### config.mk
export PLATFORM = sky130hd
export DESIGN_NAME = present_enc_param
export DESIGN_NICKNAME = d
export VERILOG_FILES = /design/src/rtl/present_pkg.sv /design/src/rtl/present_round.sv /design/src/rtl/present_enc_param.sv
export SDC_FILE = /design/constraint.sdc
export NUM_CORES = 1
export LEC_CHECK = 0
export ABC_AREA = 1
export CELL_PAD_IN_SITES_DETAIL_PLACEMENT = 0
export CELL_PAD_IN_SITES_GLOBAL_PLACEMENT = 1
export CORE_MARGIN = 4
export CORE_UTILIZATION = 35
export CTS_BUF_LIST = sky130_fd_sc_hd__clkbuf_8
export DETAILED_ROUTE_END_ITERATION = 10
export DONT_BUFFER_PORTS = 1
export PLACE_DENSITY = 0.72
export SYNTH_ARGS = -nofsm -noshare
export SYNTH_HDL_FRONTEND = slang
export SYNTH_HIERARCHICAL = 1
export SYNTH_SLANG_ARGS = --single-unit
export TNS_END_PERCENT = 20
### constraint.sdc
create_clock -name clk -period 1.9 [get_ports clk]
set_clock_uncertainty 0.1 [all_clocks]
set_input_delay 0.38 -clock clk [delete_from_list [all_inputs] [get_ports clk]]
set_output_delay 0.38 -clock clk [all_outputs]
set_load 0.01 [all_outputs]
### src/rtl/present_pkg.sv
// Shared PRESENT constants: S-box tables, bit-permutation index helpers, FSM encoding.
// The inverse table and helpers are only referenced when PRESENT_DECRYPT_EN is defined.
package present_pkg;

  localparam int unsigned KEY_W_80   = 80;
  localparam int unsigned KEY_W_128  = 128;
  localparam int unsigned ROUNDS_MIN = 1;
  localparam int unsigned ROUNDS_MAX = 31;

  // Nibble n of each table holds S[n] (resp. S^-1[n]).
  localparam logic [63:0] SBOX     = 64'h21748FE3DA09B65C;
  localparam logic [63:0] INV_SBOX = 64'hA970364BD21C8FE5;

  typedef enum logic [1:0] {
    StIdle,
    StKeygen,
    StRun,
    StDone
  } state_e;

  function automatic logic [3:0] sbox(input logic [3:0] x);
    return SBOX[{x, 2'b00} +: 4];
  endfunction

  function automatic logic [3:0] inv_sbox(input logic [3:0] x);
    return INV_SBOX[{x, 2'b00} +: 4];
  endfunction

  // pLayer moves bit i to position p_idx(i).
  function automatic int unsigned p_idx(input int unsigned i);
    return (i == 63) ? 63 : ((i * 16) % 63);
  endfunction

  function automatic int unsigned p_inv_idx(input int unsigned i);
    return (i == 63) ? 63 : ((i * 4) % 63);
  endfunction

endpackage

### src/rtl/present_round.sv
// One combinational PRESENT round: key add, S-box layer, pLayer; or the inverse pair.
// The inverse path and the inv_i port exist only when PRESENT_DECRYPT_EN is defined.
module present_round
  import present_pkg::*;
(
  input  logic [63:0] data_i,
  input  logic [63:0] rk_i,
`ifdef PRESENT_DECRYPT_EN
  input  logic        inv_i,
`endif
  output logic [63:0] data_o
);

  logic [63:0] mixed;
  logic [63:0] fwd_s;
  logic [63:0] fwd_p;

  assign mixed = data_i ^ rk_i;

  for (genvar n = 0; n < 16; n++) begin : g_sbox
    assign fwd_s[4*n +: 4] = sbox(mixed[4*n +: 4]);
  end

  for (genvar i = 0; i < 64; i++) begin : g_perm
    assign fwd_p[p_idx(i)] = fwd_s[i];
  end

`ifdef PRESENT_DECRYPT_EN
  logic [63:0] inv_p;
  logic [63:0] inv_s;

  for (genvar i = 0; i < 64; i++) begin : g_inv_perm
    assign inv_p[p_inv_idx(i)] = mixed[i];
  end

  for (genvar n = 0; n < 16; n++) begin : g_inv_sbox
    assign inv_s[4*n +: 4] = inv_sbox(inv_p[4*n +: 4]);
  end

  assign data_o = inv_i ? inv_s : fwd_p;
`else
  assign data_o = fwd_p;
`endif

endmodule

### src/rtl/present_enc_param.sv
// PRESENT-80/128 cipher core, one round per clock, four-phase req/ack handshake.
// PRESENT_DECRYPT_EN adds the KEYGEN state, inverse round and inverse key schedule.
module present_enc_param
  import present_pkg::*;
#(
  parameter int unsigned KEY_W  = 80,
  parameter int unsigned ROUNDS = 31
) (
  input  logic             clk,
  input  logic             rst_n,
  input  logic             req,
  input  logic             mode,
  input  logic [KEY_W-1:0] K,
  input  logic [63:0]      M,
  output logic             ack,
  output logic [63:0]      C,
  output logic             busy
);

  localparam int unsigned CntLsb    = (KEY_W == KEY_W_128) ? 62 : 15;
  localparam logic [5:0]  LastRound = 6'(ROUNDS);
  localparam logic [5:0]  WhitenCnt = 6'(ROUNDS + 1);

  if (!((KEY_W == KEY_W_80 || KEY_W == KEY_W_128) &&
        ROUNDS >= ROUNDS_MIN && ROUNDS <= ROUNDS_MAX)) begin : g_param_check
    $error("present_enc_param: KEY_W must be 80 or 128 and ROUNDS 1..31");
  end

  state_e           fsm_q, fsm_d;
  logic [63:0]      blk_q, blk_d;
  logic [KEY_W-1:0] key_q, key_d;
  logic [5:0]       cnt_q, cnt_d;
  logic [63:0]      c_q, c_d;
  logic             ack_q, ack_d;
  logic [63:0]      rk;
  logic [63:0]      round_out;

  function automatic logic [KEY_W-1:0] key_fwd(input logic [KEY_W-1:0] k,
                                              input logic [4:0] rc);
    logic [KEY_W-1:0] r;
    r = {k[KEY_W-62:0], k[KEY_W-1:KEY_W-61]};
    r[KEY_W-1 -: 4] = sbox(r[KEY_W-1 -: 4]);
    if (KEY_W == KEY_W_128) begin
      r[KEY_W-5 -: 4] = sbox(r[KEY_W-5 -: 4]);
    end
    r[CntLsb +: 5] = r[CntLsb +: 5] ^ rc;
    return r;
  endfunction

`ifdef PRESENT_DECRYPT_EN
  logic mode_q, mode_d;

  // Undoes key_fwd for the same round counter: counter XOR, S-box, then rotate right 61.
  function automatic logic [KEY_W-1:0] key_inv(input logic [KEY_W-1:0] k,
                                              input logic [4:0] rc);
    logic [KEY_W-1:0] r;
    r = k;
    r[CntLsb +: 5] = r[CntLsb +: 5] ^ rc;
    r[KEY_W-1 -: 4] = inv_sbox(r[KEY_W-1 -: 4]);
    if (KEY_W == KEY_W_128) begin
      r[KEY_W-5 -: 4] = inv_sbox(r[KEY_W-5 -: 4]);
    end
    return {r[60:0], r[KEY_W-1:61]};
  endfunction
`else
  logic unused_mode;
  assign unused_mode = mode;
`endif

  assign rk = key_q[KEY_W-1 -: 64];

  present_round u_round (
    .data_i (blk_q),
    .rk_i   (rk),
`ifdef PRESENT_DECRYPT_EN
    .inv_i  (mode_q),
`endif
    .data_o (round_out)
  );

  always_comb begin
    fsm_d = fsm_q;
    blk_d = blk_q;
    key_d = key_q;
    cnt_d = cnt_q;
    c_d   = c_q;
    ack_d = ack_q;
`ifdef PRESENT_DECRYPT_EN
    mode_d = mode_q;
`endif
    case (fsm_q)
      StIdle: begin
        if (req) begin
          blk_d = M;
          key_d = K;
          cnt_d = 6'd1;
`ifdef PRESENT_DECRYPT_EN
          mode_d = mode;
          fsm_d  = mode ? StKeygen : StRun;
`else
          fsm_d  = StRun;
`endif
        end
      end
`ifdef PRESENT_DECRYPT_EN
      StKeygen: begin
        if (!req) begin
          fsm_d = StIdle;
        end else begin
          key_d = key_fwd(key_q, cnt_q[4:0]);
          if (cnt_q == LastRound) begin
            fsm_d = StRun;
          end else begin
            cnt_d = cnt_q + 6'd1;
          end
        end
      end
`endif
      StRun: begin
        if (!req) begin
          fsm_d = StIdle;
`ifdef PRESENT_DECRYPT_EN
        end else if (mode_q) begin
          // Counter runs ROUNDS..1; the cycle at 0 applies the final whitening key.
          if (cnt_q == 6'd0) begin
            c_d   = blk_q ^ rk;
            ack_d = 1'b1;
            fsm_d = StDone;
          end else begin
            blk_d = round_out;
            key_d = key_inv(key_q, cnt_q[4:0]);
            cnt_d = cnt_q - 6'd1;
          end
`endif
        end else if (cnt_q == WhitenCnt) begin
          c_d   = blk_q ^ rk;
          ack_d = 1'b1;
          fsm_d = StDone;
        end else begin
          blk_d = round_out;
          key_d = key_fwd(key_q, cnt_q[4:0]);
          cnt_d = cnt_q + 6'd1;
        end
      end
      StDone: begin
        if (!req) begin
          ack_d = 1'b0;
          fsm_d = StIdle;
        end
      end
      default: fsm_d = StIdle;
    endcase
  end

  always_ff @(posedge clk or negedge rst_n) begin
    if (!rst_n) begin
      fsm_q  <= StIdle;
      blk_q  <= '0;
      key_q  <= '0;
      cnt_q  <= '0;
      c_q    <= '0;
      ack_q  <= 1'b0;
`ifdef PRESENT_DECRYPT_EN
      mode_q <= 1'b0;
`endif
    end else begin
      fsm_q  <= fsm_d;
      blk_q  <= blk_d;
      key_q  <= key_d;
      cnt_q  <= cnt_d;
      c_q    <= c_d;
      ack_q  <= ack_d;
`ifdef PRESENT_DECRYPT_EN
      mode_q <= mode_d;
`endif
    end
  end

  assign ack  = ack_q;
  assign C    = c_q;
  assign busy = (fsm_q != StIdle) && (fsm_q != StDone);

endmodule

## Word-level counts from Yosys, hierarchy flattened

Cells that the tools add are included.

| cells by class | value |
|---|---|
| mux-type cells | 21 |
| magnitude comparators | 0 |
| div/mod/pow operators | 0 |
| reductions and logical operators | 9 |
| add/sub/neg operators | 1 |
| bitwise operators | 2 |
| shifts and indexed selects | 17 |
| eq/ne operators | 10 |
| multiply operators | 0 |

Operator list:

| operator | count |
|---|---|
| 64-bit by 7-bit indexed part select with 4-bit output (first input constant) | 17 |
| 80-bit two-way mux | 3 |
| 64-bit two-way mux | 3 |
| 80-bit one-hot mux with 2 select lines | 1 |
| 64-bit one-hot mux with 2 select lines | 1 |
| 64-bit XOR | 1 |
| 6-bit two-way mux | 3 |
| 2-bit inequality test (second input constant) | 6 |
| 6-bit one-hot mux with 2 select lines | 1 |
| 2-bit two-way mux | 4 |
| 4-bit AND reduction | 2 |
| 6-bit by 1-bit adder with 6-bit output (second input constant) | 1 |
| 6-bit equality test (second input constant) | 1 |
| 2-bit one-hot mux with 3 select lines | 1 |
| 3-bit AND reduction | 2 |
| 2-bit nonzero test | 3 |
| 5-bit XOR | 1 |
| 2-bit equality test (second input constant) | 2 |
| 1-bit two-way mux | 3 |
| 3-bit inequality test (second input constant) | 1 |
| 2-bit logical NOT | 1 |
| 1-bit one-hot mux with 2 select lines | 1 |
| 1-bit logical AND | 1 |

| word-level totals | value |
|---|---|
| output and inout bits | 66 |
| register bits | 217 |
| memories kept | 0 |
| bits in writable memories | 0 |
| logic and storage cells | 66 |
| ROM bits | 0 |
| latch bits | 0 |

## Longest topological paths before layout

Gate-level depths: netlist (run 1).

| depth | value |
|---|---|
| depth in word-level cells | 5 |
| depth in mapped cells | 14 |
| mapped depth without buffers | 14 |

## Modules after synthesis

Netlist (run 1), hierarchy kept.

Modules (own cells, without submodules):

| module | area each (µm²) | times used | cells each |
|---|---|---|---|
| present_enc_param | 11104.4 | 1 | 1510 |
| present_round | 4375.4 | 1 | 929 |

## Least setup slack after synthesis (run 1)

No wires, ideal clock.

| timing path | value |
|---|---|
| path type | reg2reg |
| from | register fsm_q[0] |
| to | register key_q[68] |
| period minus slack after synthesis | 1668 ps |
| data required time | 1683 ps |
| arrival time | 1452 ps |
| path slack | 232 ps |
| cell stages (with the launch flop) | 10 |
| setup time | 117 ps |
| path buffers | 2 |
| cell sequence | dfrtp_1 -> inv_1 -> ha_1 -> o21ai_1 -> inv_1 -> nand2_2 -> buf_4 -> buf_2 -> nand2_1 -> nand2_1 |

| on the way | value |
|---|---|
| cells in the longest elaborated chain, start to end | 3 |
| elaborated cells on any way between the ends | 8 |

RTL lines:

| item | RTL line | text |
|---|---|---|
| start: declaration | present_enc_param.sv:29 | `state_e fsm_q, fsm_d;` |
| start signal: assignment | present_enc_param.sv:157 | `fsm_q <= StIdle;` |
| start signal: assignment | present_enc_param.sv:167 | `fsm_q <= fsm_d;` |
| 2-bit equality test / 2-bit logical NOT (equally long branches) | present_enc_param.sv:91 | `case (fsm_q)` |
| 2-bit inequality test (no source line) / 2-bit nonzero test (equally long branches) | -- |  |
| 4-bit AND reduction (no source line) | -- |  |
| end signal: assignment | present_enc_param.sv:169 | `key_q <= key_d;` |
| end: declaration | present_enc_param.sv:31 | `logic [KEY_W-1:0] key_q, key_d;` |

Parallel ways exist; a longest one is shown, timed or not.
A chain may end at the register's enable or synchronous reset.

## Final worst setup path (run 1)

| timing path | value |
|---|---|
| from | register fsm_q[1] |
| to | register key_q[58] |

Same word-level chain as after synthesis.

==> results of run 1 <==
## worst paths after layout
kind	start	end	slack, ps
min in group clk	K[76]	key_q[76]	40
max in group asynchronous	rst_n	blk_q[56]	1940
setup / recovery	fsm_q[1]	key_q[58]	-7
hold reg to reg	key_q[0]	key_q[0]	420
setup reg to reg	fsm_q[1]	key_q[58]	-7
hold / removal	rst_n	key_q[19]	-640
## kinds of logic after synthesis
family                     after synthesis  share of synthesized area
AOI/OAI and AO/OA                      120                     0.0391
and+or+nand+nor                       1656                      0.421
adders and majority gates               58                     0.0469
buffers and inverters                  299                     0.0841
xor gates and xnor gates                89                     0.0581
DFF                                    217                      0.351
## repair_timing
item | in CTS | in global routing
hold endpoints to repair | 361 | 217
gates resized for setup | 8 | 131
pin swaps | 1 | 36
buffers inserted | 3 | 11
gates cloned | 0 | 10
endpoints found under the setup margin | 43 | 193
## sequential cells by signal, summed over array words and instances, names as in the netlist
name,count
key_q,80
C,64
blk_q,64
cnt_q,6
fsm_q,2
ack,1
## power groups by stage
stage,Clock [W],Sequential (W),Combinational (W)
2_1_floorplan,0,0.00774,0.0151
3_3_place_gp,0,0.00792,0.0236
3_5_place_dp,0,0.00796,0.0238
4_1_cts,0.00528,0.00791,0.0243
5_1_grt,0.00549,0.00818,0.0294
6_report,0.00514,0.00795,0.0264
## worst max-delay path: cells and delay by family (launching register included)
family	cells	cell delay, ps
flops	1	410
simple gates	3	380
fa+ha+maj	1	190
compound gates	1	220
buf+inv	3	540
## metrics by stage
stage | power, W | hold WS [ps] | utilization
floorplan | 0.0228 | -15.6 | -
global placement | 0.0315 | -3.01 | 0.396
detailed placement | 0.0317 | -3.98 | 0.396
CTS | 0.0375 | -679 | 0.451
global route | 0.0431 | -679 | 0.469
finish | 0.0395 | -643 | 0.469
## cell usage in the layout, fill, tap and decap left out, drive strengths merged
cell and n:
a21oi 6, buf 180, bufinv 1, clkbuf 67
clkinv 5, clkinvlp 1, dfrtp 217, diode 1
dlygate4sd3 140, ha 58, inv 226, nand2 1505
nand3 87, nand4 2, nor2 59, o21a 1
o21ai 112, o21bai 1, or2 3, xnor2 22
xor2 67
## area by class of cell
cell class | instances | area (µm²)
Clock inverter | 21 | 115
Timing Repair Buffer | 330 | 3350
Tap cell | 585 | 732
Multi-Input combinational cell | 1923 | 9140
Inverter | 212 | 801
Fill cell | 4522 | 23000
Sequential cell | 217 | 5440
Antenna cell | 1 | 2.50
Clock buffer | 57 | 785
## metal layers
layer / share of wire / routed length, µm / up-vias
li1: - / - / 7929
met1: 0.45 / 27100 / 7560
met2: 0.47 / 28600 / 436
met3: 0.055 / 3320 / 83
met4: 0.024 / 1430 / 0
met5: 0 / 0 / -
==> flow_summary.toml, run 1 <==
[status]
outcome = "finished with violations"
failed_checks = "negative hold slack, negative setup slack"

[global_route]
gr-total-overflow = 0
grt_pass1_vias = 15200
use_met1 = 0.325
grtUsageMet2 = 0.392
use_met3 = 0.0378
grt_use_total = 0.237
busiest_layer = "met2"
grt_antenna_before_repair = 1
grt_max_degree = 218
grt_pass1_wl_um = 87700

[synthesis]
synth_cells = 2439
ys_seq_area_frac = 0.351
synth.area.top_cells = "nand2_1, dfrtp_1, inv_1, ha_1, xor2_1"
syn_avg_cell_area_um2 = 6.35
synth_common_cells = "nand2_1, dfrtp_1, inv_1, o21ai_0, nand3_1"
syn_area_um2 = 15500
synth.top_cell.area_share = 0.358
ys_seq_elements = 217
synth-edff-count = 0
synth-main-ff-cell = "dfrtp_1"
yosysUniqueCellTypes = 28
synth_fp_nets = 2645
synth.most_common_cell = "nand2_1"
yosys_warnings = 6
async_flop_share = 1.00
synth_top_area_cell = "nand2_1"

[placed_design]
dp_hpwl_um = 42300
dp_slack_ps = -64.9
gp_congestion = 0.879
postPlaceCellArea_um2 = 17200
numPortBuffers = 0
dp_cells = 3103

[timing]
min_period_ps = 1910
fmax_ghz = 0.524
relSlewSlack = 0.670
setup_viol = 3
setup_ws_ps = -7.15
drv_slew = 0
tightest_slew_ps = 490
rsz0062_at_grt = "true"
timing.final.hold_violations = 217
fin_worst_hold_slack_ps = -643
tns_ps = -12.0
fin_crit_sh = 1.00

[pwr]
p_per_area_nw_per_um2 = 1940
power.internal_w = 0.0192
ir_drop_v = 0.000798
switching_share = 0.512
combinationalPowerShare = 0.668
p_sw_w = 0.0202
p_seq_frac = 0.202
p_clk_frac = 0.130
leakage_nw = 11.8

[clock_network]
clockRootBuffer = "clkbuf_8"
cts-hold-fix-buffers = 140
cts.sinks = 217
h-tree-depth = 2
clk_pin_slew_ps = 60
cts_tree = "yes"
clk_path_buf_depth = 3
clk_latency_ps = 620
cts_buffers = 45

[die]
fp-row-count = 76
die_width_um = 218
dieArea_um2 = 47700
die_y_um = 218
start_util = 0.357
core_area_um2 = 43400
ios = 214

[detailed_routing]
first_pass_iters = 5
drc = 0
drt_wl_total_um = 60400
vias = 16000
via_per_inst = 4.78
avgRoutedWirePerCell_um = 18.1
ant_nets = 0
drtIter0Drc = 1139

[min_path]
hp-class = "in2async"

[layout]
syn_to_final_growth_pct = 31.5
fin_cells = 3346
design_area_um2 = 20400
nets = 2935
post_route_cells_drive_above_1_share = 0.155

[setup_path]
cpPeakStageDelay_ps = 410
reg2reg_depth = 8
crit_path_max_fanout = 24
worstSetupPathType = "reg2reg"
endpoint_kind = "flop"
arrival_ps = 2370
path_cells = "buf_6 > ha_4 > o21ai_2 > inv_1 > nand2_4 > clkbuf_16 > nand2_1 > nand2_1"
path_common_cell = "nand2_1"
required_ps = 2360
slowest_stage = "dfrtp_1"
cp-start-kind = "flop"

[flow_run]
cap_violations = 0
(Power assumes the default switching activity.)
==> inputs of run 2 (changes only) <==
--- a/config.mk
+++ b/config.mk
@@ -13,9 +13,8 @@
 export CTS_BUF_LIST = sky130_fd_sc_hd__clkbuf_8
 export DETAILED_ROUTE_END_ITERATION = 10
 export DONT_BUFFER_PORTS = 1
-export PLACE_DENSITY = 0.72
+export PLACE_DENSITY = 0.71
 export SYNTH_ARGS = -nofsm -noshare
 export SYNTH_HDL_FRONTEND = slang
-export SYNTH_HIERARCHICAL = 1
 export SYNTH_SLANG_ARGS = --single-unit
 export TNS_END_PERCENT = 20
==> run 2 against run 1 <==
The run ends with negative hold slack left. Clock power is 6.6% lower. Clock-buffer cell count is 3 lower. Combinational power is 13% lower. Setup slack better by 45 ps. First-iteration DRC count is 9.2% lower. Synthesized area is 8.5% lower. Power is 9.5% lower.
==> flow_summary.toml, run 2 <==
[die]
die_width_um = 209
ios = 214
start_util = 0.356
die_y_um = 209
dieArea_um2 = 43700
core_area_um2 = 39800
fp-row-count = 73

[detailed_routing]
avgRoutedWirePerCell_um = 18.5
via_per_inst = 4.93
ant_nets = 0
m1WireLength_um = 23600
first_pass_iters = 6
drtIter0Drc = 1034
routed-wl-met3_um = 3170
drt_wl_total_um = 52800
vias = 14100
top_layer = "met4"
drc = 0
wl_met2_um = 24200

[clock_network]
clockRootBuffer = "clkbuf_8"
cts_tree = "yes"
h-tree-depth = 2
cts-hold-fix-buffers = 118
cts.sinks = 217
cts_buffers = 44
clk_pin_slew_ps = 60
clk_path_buf_depth = 3
clk_latency_ps = 600

[setup_path]
crit_path_max_fanout = 27
required_ps = 2250
arrival_ps = 2220
endpoint_kind = "flop"
worstSetupPathType = "reg2reg"
cp-start-kind = "flop"

[layout]
register_area_um2 = 5430
largest_reg_flops = 80
design_area_um2 = 18200
mostFrequentLayoutCell = "nand2_1"
regMostFlops = "key_q"
fillers = 4117
syn_to_final_growth_pct = 28.4
final_cell_mix = "nand2_1, dfrtp_1, nand3_1"
post_route_cells_drive_above_1_share = 0.121
nets = 2531
multiInputGateArea_um2 = 7700

[synthesis]
synth_top_area_cell = "dfrtp_1"
synth_fp_nets = 2274
syn_avg_cell_area_um2 = 6.96
synth-edff-count = 0
synth_cells = 2036
syn_area_um2 = 14200
async_flop_share = 1.00
synth.most_common_cell = "nand2_1"
synth-main-ff-cell = "dfrtp_1"
synth_common_cells = "nand2_1, dfrtp_1, nand3_1, inv_1, o21ai_0"
ys_seq_area_frac = 0.383
synth.top_cell.area_share = 0.383
synth.area.top_cells = "dfrtp_1, nand2_1, ha_1, nand3_1, inv_1"
yosysUniqueCellTypes = 29
yosys_warnings = 0
ys_seq_elements = 217

[timing]
tightest_slew_ps = 544
drv_slew = 0
setup_viol = 0
fin_crit_sh = 0.980
fmax_ghz = 0.537
rsz0062_at_grt = "true"
min_period_ps = 1860
timing.final.hold_violations = 217
relSlewSlack = 0.635
fin_worst_hold_slack_ps = -619

[placed_design]
dp_hpwl_um = 40000
postPlaceCellArea_um2 = 15800
numPortBuffers = 0
gp_congestion = 0.942

[flow_run]
cap_violations = 0

[status]
outcome = "finished with violations"
failed_checks = "negative hold slack"

[global_route]
grt_max_degree = 218
grt_pass1_wl_um = 79500
gr-total-overflow = 0
grt_use_total = 0.234
grt_pass1_vias = 13700
grt_antenna_before_repair = 0

[pwr]
ir_drop_v = 0.000835
p_per_area_nw_per_um2 = 1970
leakage_nw = 9.40

[min_path]
hp-class = "in2async"
[run 2: cell types whose count changed after synthesis, sizes merged, moves of 32 or more]
cell,delta
a21oi,+35
ha,+32
inv,-32
nand2,-686
nand3,+128
nor2,+38
o21ai,+76
xor2,-50
[run 2: critical path, stage by stage, from the launching register on]
cell and delay (ps):
dfrtp_1 390, inv_2 90, ha_4 130, nand2_1 40
inv_1 60, nand3_2 100, nand3_4 170, nand2_8 120
buf_12 180, o211ai_1 230, nand2_1 100
[run 2: final cells by class]
| cell class | instances | area share |
|---|---|---|
| diodes | 1 | 0.000138 |
| flip-flops and latches | 217 | 0.299 |
| well taps | 525 | 0.0361 |
| multi-input cells | 1555 | 0.423 |
| inverters | 181 | 0.0379 |
| repair buffers | 294 | 0.157 |
| clock buffers | 54 | 0.0409 |
| clock inverters | 26 | 0.00626 |
[run 2: routing by layer]
| metal | vias to the layer above | global-route usage |
|---|---|---|
| met5 | - | 0 |
| met4 | 0 | 0.0846 |
| met3 | 87 | 0.0405 |
| met2 | 401 | 0.375 |
| met1 | 6582 | 0.319 |
| li1 | 6992 | - |
[run 2: power by group]
group	leakage, nW	internal, W	switching [W]	total (W)
clock network	0.506	0.00256	0.00224	0.00480
registers	2.75	0.00637	0.00164	0.00801
logic	6.14	0.00888	0.0140	0.0229
[run 2: cell families (layout without fill, tap and decap cells)]
family | after synthesis | in the layout | synth area share
xor+xnor | 33 | 33 | 0.0204
simple gates | 1153 | 1153 | 0.330
compound gates | 279 | 279 | 0.107
fa+ha+maj | 90 | 90 | 0.0795
buf+inv | 264 | 555 | 0.0798
other cells | 0 | 1 | 0
flops | 217 | 217 | 0.383
[run 2: final timing paths]
kind | from | cells after the start | slack, ps | endpoint
worst max-delay path | cnt_q[1] | 10 | 40 | key_q[63]
worst min-delay path | rst_n | 0 | -620 | C[42]
worst max register to register | cnt_q[1] | 10 | 40 | key_q[63]
worst min register to register | blk_q[4] | 2 | 410 | blk_q[4]
max in group asynchronous | rst_n | 0 | 1930 | fsm_q[1]
min in group clk | K[35] | 4 | 40 | key_q[35]
[run 2: per-stage QoR]
step / instances / setup slack [ps] / TNS (ps) / util / power [W]
floorplan: 2036 / 188 / 0 / - / 0.0212
global placement: 2640 / -87.3 / -273 / 0.398 / 0.0297
detailed placement: 2640 / -90.4 / -690 / 0.398 / 0.0300
CTS: 2838 / -70.7 / -249 / 0.449 / 0.0352
global route: 2852 / -41.6 / -509 / 0.456 / 0.0391
finish: 2853 / 37.6 / 0 / 0.457 / 0.0357
[run 2: timing repair]
action | 4_1_cts | 5_1_grt
cloned | 0 | 2
hold endpoints to repair | 337 | 217
pin swaps | 0 | 9
setup buffers | 0 | 12
gates resized for setup | 7 | 37
endpoints found under the setup margin | 31 | 208
==> patch 1: new RTL, flow settings as in run 1 <==
Change the parameter `ROUNDS` from 31 to 15.
--- a/src/rtl/present_enc_param.sv
+++ b/src/rtl/present_enc_param.sv
@@ -4,7 +4,7 @@
   import present_pkg::*;
 #(
   parameter int unsigned KEY_W  = 80,
-  parameter int unsigned ROUNDS = 31
+  parameter int unsigned ROUNDS = 15
 ) (
   input  logic             clk,
   input  logic             rst_n,
Check against the original RTL: same outputs for any inputs over 4 cycles, from zero or initial values and one cycle with rst_n low; that may be too few to reach the edited logic, so the function may still have changed.
==> patch 1 against run 1 <==
The flow finishes with violations (negative hold slack); sequential cell count did not move; worst setup slack improved by 0.033 ns; cell count fell by 0.18%; design area fell by 1.8%; maximum frequency rose by 1.8%; via count fell by 1.6%; worst hold slack improved by 0.011 ns; total power fell by 0.36%; routed wire length fell by 5.4%; largest power group unchanged; synthesized area fell by 0.51%; global-route usage fell by 0.18 points.
==> patch 1: results (changes against run 1) <==
Detail Placement HPWL 41,700 um (was 42,300 um); Hold WC Path Type in -> async (unchanged); number of global-route vias before repair 15,200 (about the same); Min Hold Slack -0.632 ns (was -0.643 ns); crit-path max cell delay 0.40 ns; all-layer global routing usage 23.5% (was 23.7%); CP arrival 2.32 ns (was 2.37 ns); final hold viol count 217 (unchanged); outcome finished with violations (unchanged); met2 WL post-DR 26,200 um (was 28,600 um); Synth area leaders nand2_1 36%, dfrtp_1 35%, inv_1 5.0%, ha_1 4.7%, o21ai_0 3.7% (was nand2_1 36%, dfrtp_1 35%, inv_1 5.0%, ha_1 4.7%, xor2_1 3.8%); final setup margin 0.0262 ns (was -0.00715 ns); violated checks negative hold slack (was negative hold slack, negative setup slack); P_clk 5.09 mW (was 5.14 mW); placed cell areas 17,200 um^2 (about the same); Crit-path slowest cell dfrtp_1 (unchanged); sequential area share after synthesis 35.3% (was 35.1%); Via density 4.72 (was 4.78); FFs w/ async S/R, synth 100% (unchanged); switch share 51.6% (was 51.2%); Iteration-0 DRC Markers 1,039 (was 1,139); GRT overflow 0 (unchanged); worst reg2reg path endpoint key_q[49]$_DFFE_PN0P_ (was key_q[58]$_DFFE_PN0P_); crit path max fanout 67 (was 24); pwr/cell area 1970 nW/um^2 (was 1940 nW/um^2); Post-CTS Setup Inserts 4 (was 3); top_reg_cell synth dfrtp_1 (unchanged); top register by number of flip-flops key_q (unchanged); CTS buffer count 44 (was 45); met1 WL 25,800 um (was 27,100 um); met3 Track Usage GR 3.50% (was 3.78%); post-cts sizing count 2 (was 8); cell family with most CP delay buffers and inverters (unchanged); metal3 WL 3250 um (was 3320 um); Post-layout nets 2,928 (was 2,935); synthesis-to-layout area growth 29.8% (was 31.5%); Post-synth top cells 1,478 x nand2_1, 217 x dfrtp_1, 204 x inv_1, 114 x o21ai_0, 88 x nand3_1 (was 1,478 x nand2_1, 217 x dfrtp_1, 206 x inv_1, 96 x o21ai_0, 86 x nand3_1); Worst Tran Pin Value 0.484 ns (was 0.490 ns); met2 Track Usage GR 38.1% (was 39.2%); Final Wtd Congestion 0.925 (was 0.879); dpl ws -0.0201 ns (was -0.0649 ns); Leak Pwr 11.7 nW (was 11.8 nW); GR Util met1 32.2% (was 32.5%); share of cells above drive strength 1 15.0% (was 15.5%); first-pass GRT wire length 86,400 um (was 87,700 um); Fillers 4,471 (was 4,522); CTS clk-pin slew, worst paths 0.06 ns (about the same); pin count of the biggest net entering global routing 218 (unchanged); Post-Layout Cell Count 3,340 (was 3,346); initial antenna violation count 0 (was 1); VDD IR max 0.000674 V (was 0.000798 V); Seq pwr share 20.6% (was 20.2%); hold_buf cts 132 (was 140); final wirelength 57,200 um (was 60,400 um); diodes inserted 0 (was 1); Inst Count DP 3,097 (was 3,103); synth unique cells 27 (was 28)
-- patch 1: cell types whose count changed in the layout (fill, tap and decap cells not counted), sizes merged, moves of 2 or more --
cell and delta:
inv -4, xor2 -2, clkbuf -6, dlygate4sd3 -8, clkinv +4, bufbuf +2
o21ai +2, buf +8
-- patch 1: area by class of cell --
type	instances	share of cell area (%)
Clock buffer	59	4.06
Clock inverter	20	0.432
Inverter	211	4.00
Multi-Input combinational cell	1924	45.1
Sequential cell	217	27.3
Tap cell	585	3.66
Timing Repair Buffer	324	15.5
-- patch 1: kinds of logic (layout without fill, tap and decap cells) --
kind of cell | count (synthesis) | in the layout | share of synthesized area [%]
buffers and inverters | 298 | 614 | 7.94
AOI/OAI and AO/OA | 122 | 122 | 4.00
adders and majority gates | 58 | 58 | 4.71
and+or+nand+nor | 1657 | 1657 | 42.4
xor gates and xnor gates | 87 | 87 | 5.73
DFF | 217 | 217 | 35.3
==> patch 2: new RTL, flow settings as in run 1 <==
Without the edit above. The 4 states of `state_e` get a one-hot encoding in 4 bits.
--- a/src/rtl/present_pkg.sv
+++ b/src/rtl/present_pkg.sv
@@ -11,11 +11,11 @@
   localparam logic [63:0] SBOX     = 64'h21748FE3DA09B65C;
   localparam logic [63:0] INV_SBOX = 64'hA970364BD21C8FE5;
 
-  typedef enum logic [1:0] {
-    StIdle,
-    StKeygen,
-    StRun,
-    StDone
+  typedef enum logic [3:0] {
+    StIdle   = 4'b0001,
+    StKeygen = 4'b0010,
+    StRun    = 4'b0100,
+    StDone   = 4'b1000
   } state_e;
 
   function automatic logic [3:0] sbox(input logic [3:0] x);
Formal check against the unedited RTL: no difference found for any inputs over 10 cycles, from zero or initial values and one cycle with rst_n low; not proved beyond that.
==> patch 2 against run 1 <==
The run still ends with negative hold slack, negative setup slack left; routed wire length fell by 5.4%; sequential cell count up 1; maximum frequency down 4.9%; synthesized cell count decreased by 4.9%; total power down 4.1%; design area down 3.3%; worst setup slack worse by 0.099 ns; combinational power down 8%; synthesized area is 0.53% lower; critical path type is now reg -> out; highest routed layer is now met5.
==> patch 2: results (changes against run 1) <==
Iteration-0 DRC Markers 1,178 (was 1,139); CP arrival 1.53 ns (was 2.37 ns); Final Wtd Congestion 0.886 (was 0.879); clkbuf count 54 (was 57); pwr/cell area 1920 nW/um^2 (was 1940 nW/um^2); placed cell areas 16,400 um^2 (was 17,200 um^2); Compound-Gate Fraction of Synth Area 7.64% (was 3.91%); non-clk buf share 13.7% (was 16.4%); violated checks negative hold slack, negative setup slack (unchanged); detailed-route via count 15,300 (was 16,000); final setup margin -0.106 ns (was -0.00715 ns); all-layer global routing usage 23.0% (was 23.7%); reg2reg start cnt_q[0]$_DFFE_PN0P_ (was fsm_q[1]$_DFFE_PN0P_); Adder-Cell Fraction of Synth Area 4.47% (was 4.69%); Fillers 4,435 (was 4,522); Setup violations, final 1 (was 3); Leak Pwr 10.6 nW (was 11.8 nW); Post-Synth XOR/XNOR Area 6.13% (was 5.81%); met3 Track Usage GR 3.59% (was 3.78%); Clock Sink Count 218 (was 217); hold_buf cts 132 (was 140); Syn Area/Cell 6.64 um^2 (was 6.35 um^2); outcome finished with violations (unchanged); dpl ws -0.121 ns (was -0.0649 ns); pin count of the biggest net entering global routing 219 (was 218); Post-layout nets 2,742 (was 2,935); VDD IR max 0.000708 V (was 0.000798 V); CTS buffer count 44 (was 45); Logic inverters 262 (was 212); Clock-cell share 4.57% (was 4.42%); Inst Count DP 2,906 (was 3,103); Via density 4.86 (was 4.78); GR Util met1 30.8% (was 32.5%); Crit-path slowest cell dfstp_2 (was dfrtp_1); Syn Nets 2,523 (was 2,645); Buffers excl. clock 259 (was 330); final hold viol count 218 (was 217); met2 Track Usage GR 38.7% (was 39.2%); Worst R2R Path Depth 9 (was 8); register-to-register setup slack 0.01 ns (was -0.007 ns); initial antenna violation count 2 (was 1); multi-input logic portion of the cell area 45.1% (was 44.9%); first-pass GRT wire length 84,100 um (was 87,700 um); sequential area share after synthesis 35.4% (was 35.1%); crit path max fanout 3 (was 24); Min Hold Slack -0.622 ns (was -0.643 ns); cell family with most CP delay flip-flops (was buffers and inverters); share of cells above drive strength 1 15.8% (was 15.5%); Synth area leaders dfrtp_1 35%, nand2_1 27%, inv_1 6.3%, nand3_1 5.4%, ha_1 4.5% (was nand2_1 36%, dfrtp_1 35%, inv_1 5.0%, ha_1 4.7%, xor2_1 3.8%); register area 5470 um^2 (was 5440 um^2)
[patch 2: cell types whose count changed after synthesis, sizes merged, moves of 50 or more]
cell          run 1  this run
nand2          1505      1151
o21ai           112       211
nand3            87       167
xnor2            22        92
xor2             67         2
inv             212       262
[patch 2: metal layers]
metal | share of wire, % | routed length [um] | up-vias
met2 | 48 | 27200 | 419
met1 | 44 | 25000 | 7277
met3 | 6.0 | 3440 | 72
met4 | 2.7 | 1560 | 2
met5 | 0.017 | 10 | -
li1 | - | - | 7568
[patch 2: where the power goes]
part / switching [mW] / internal (mW) / total (mW) / leakage (nW)
registers: 2.08 / 6.27 / 8.35 / 2.79
logic: 15.1 / 9.25 / 24.4 / 7.24
clock network: 2.27 / 2.83 / 5.10 / 0.528
[patch 2: repair_timing]
action | 4_1_cts | 5_1_grt
setup buffers | 6 | 22
endpoints found under the setup margin | 60 | 182
resized for setup | 30 | 116
gates cloned | 6 | 6
pin swaps | 3 | 22
hold endpoints to repair | 353 | 218
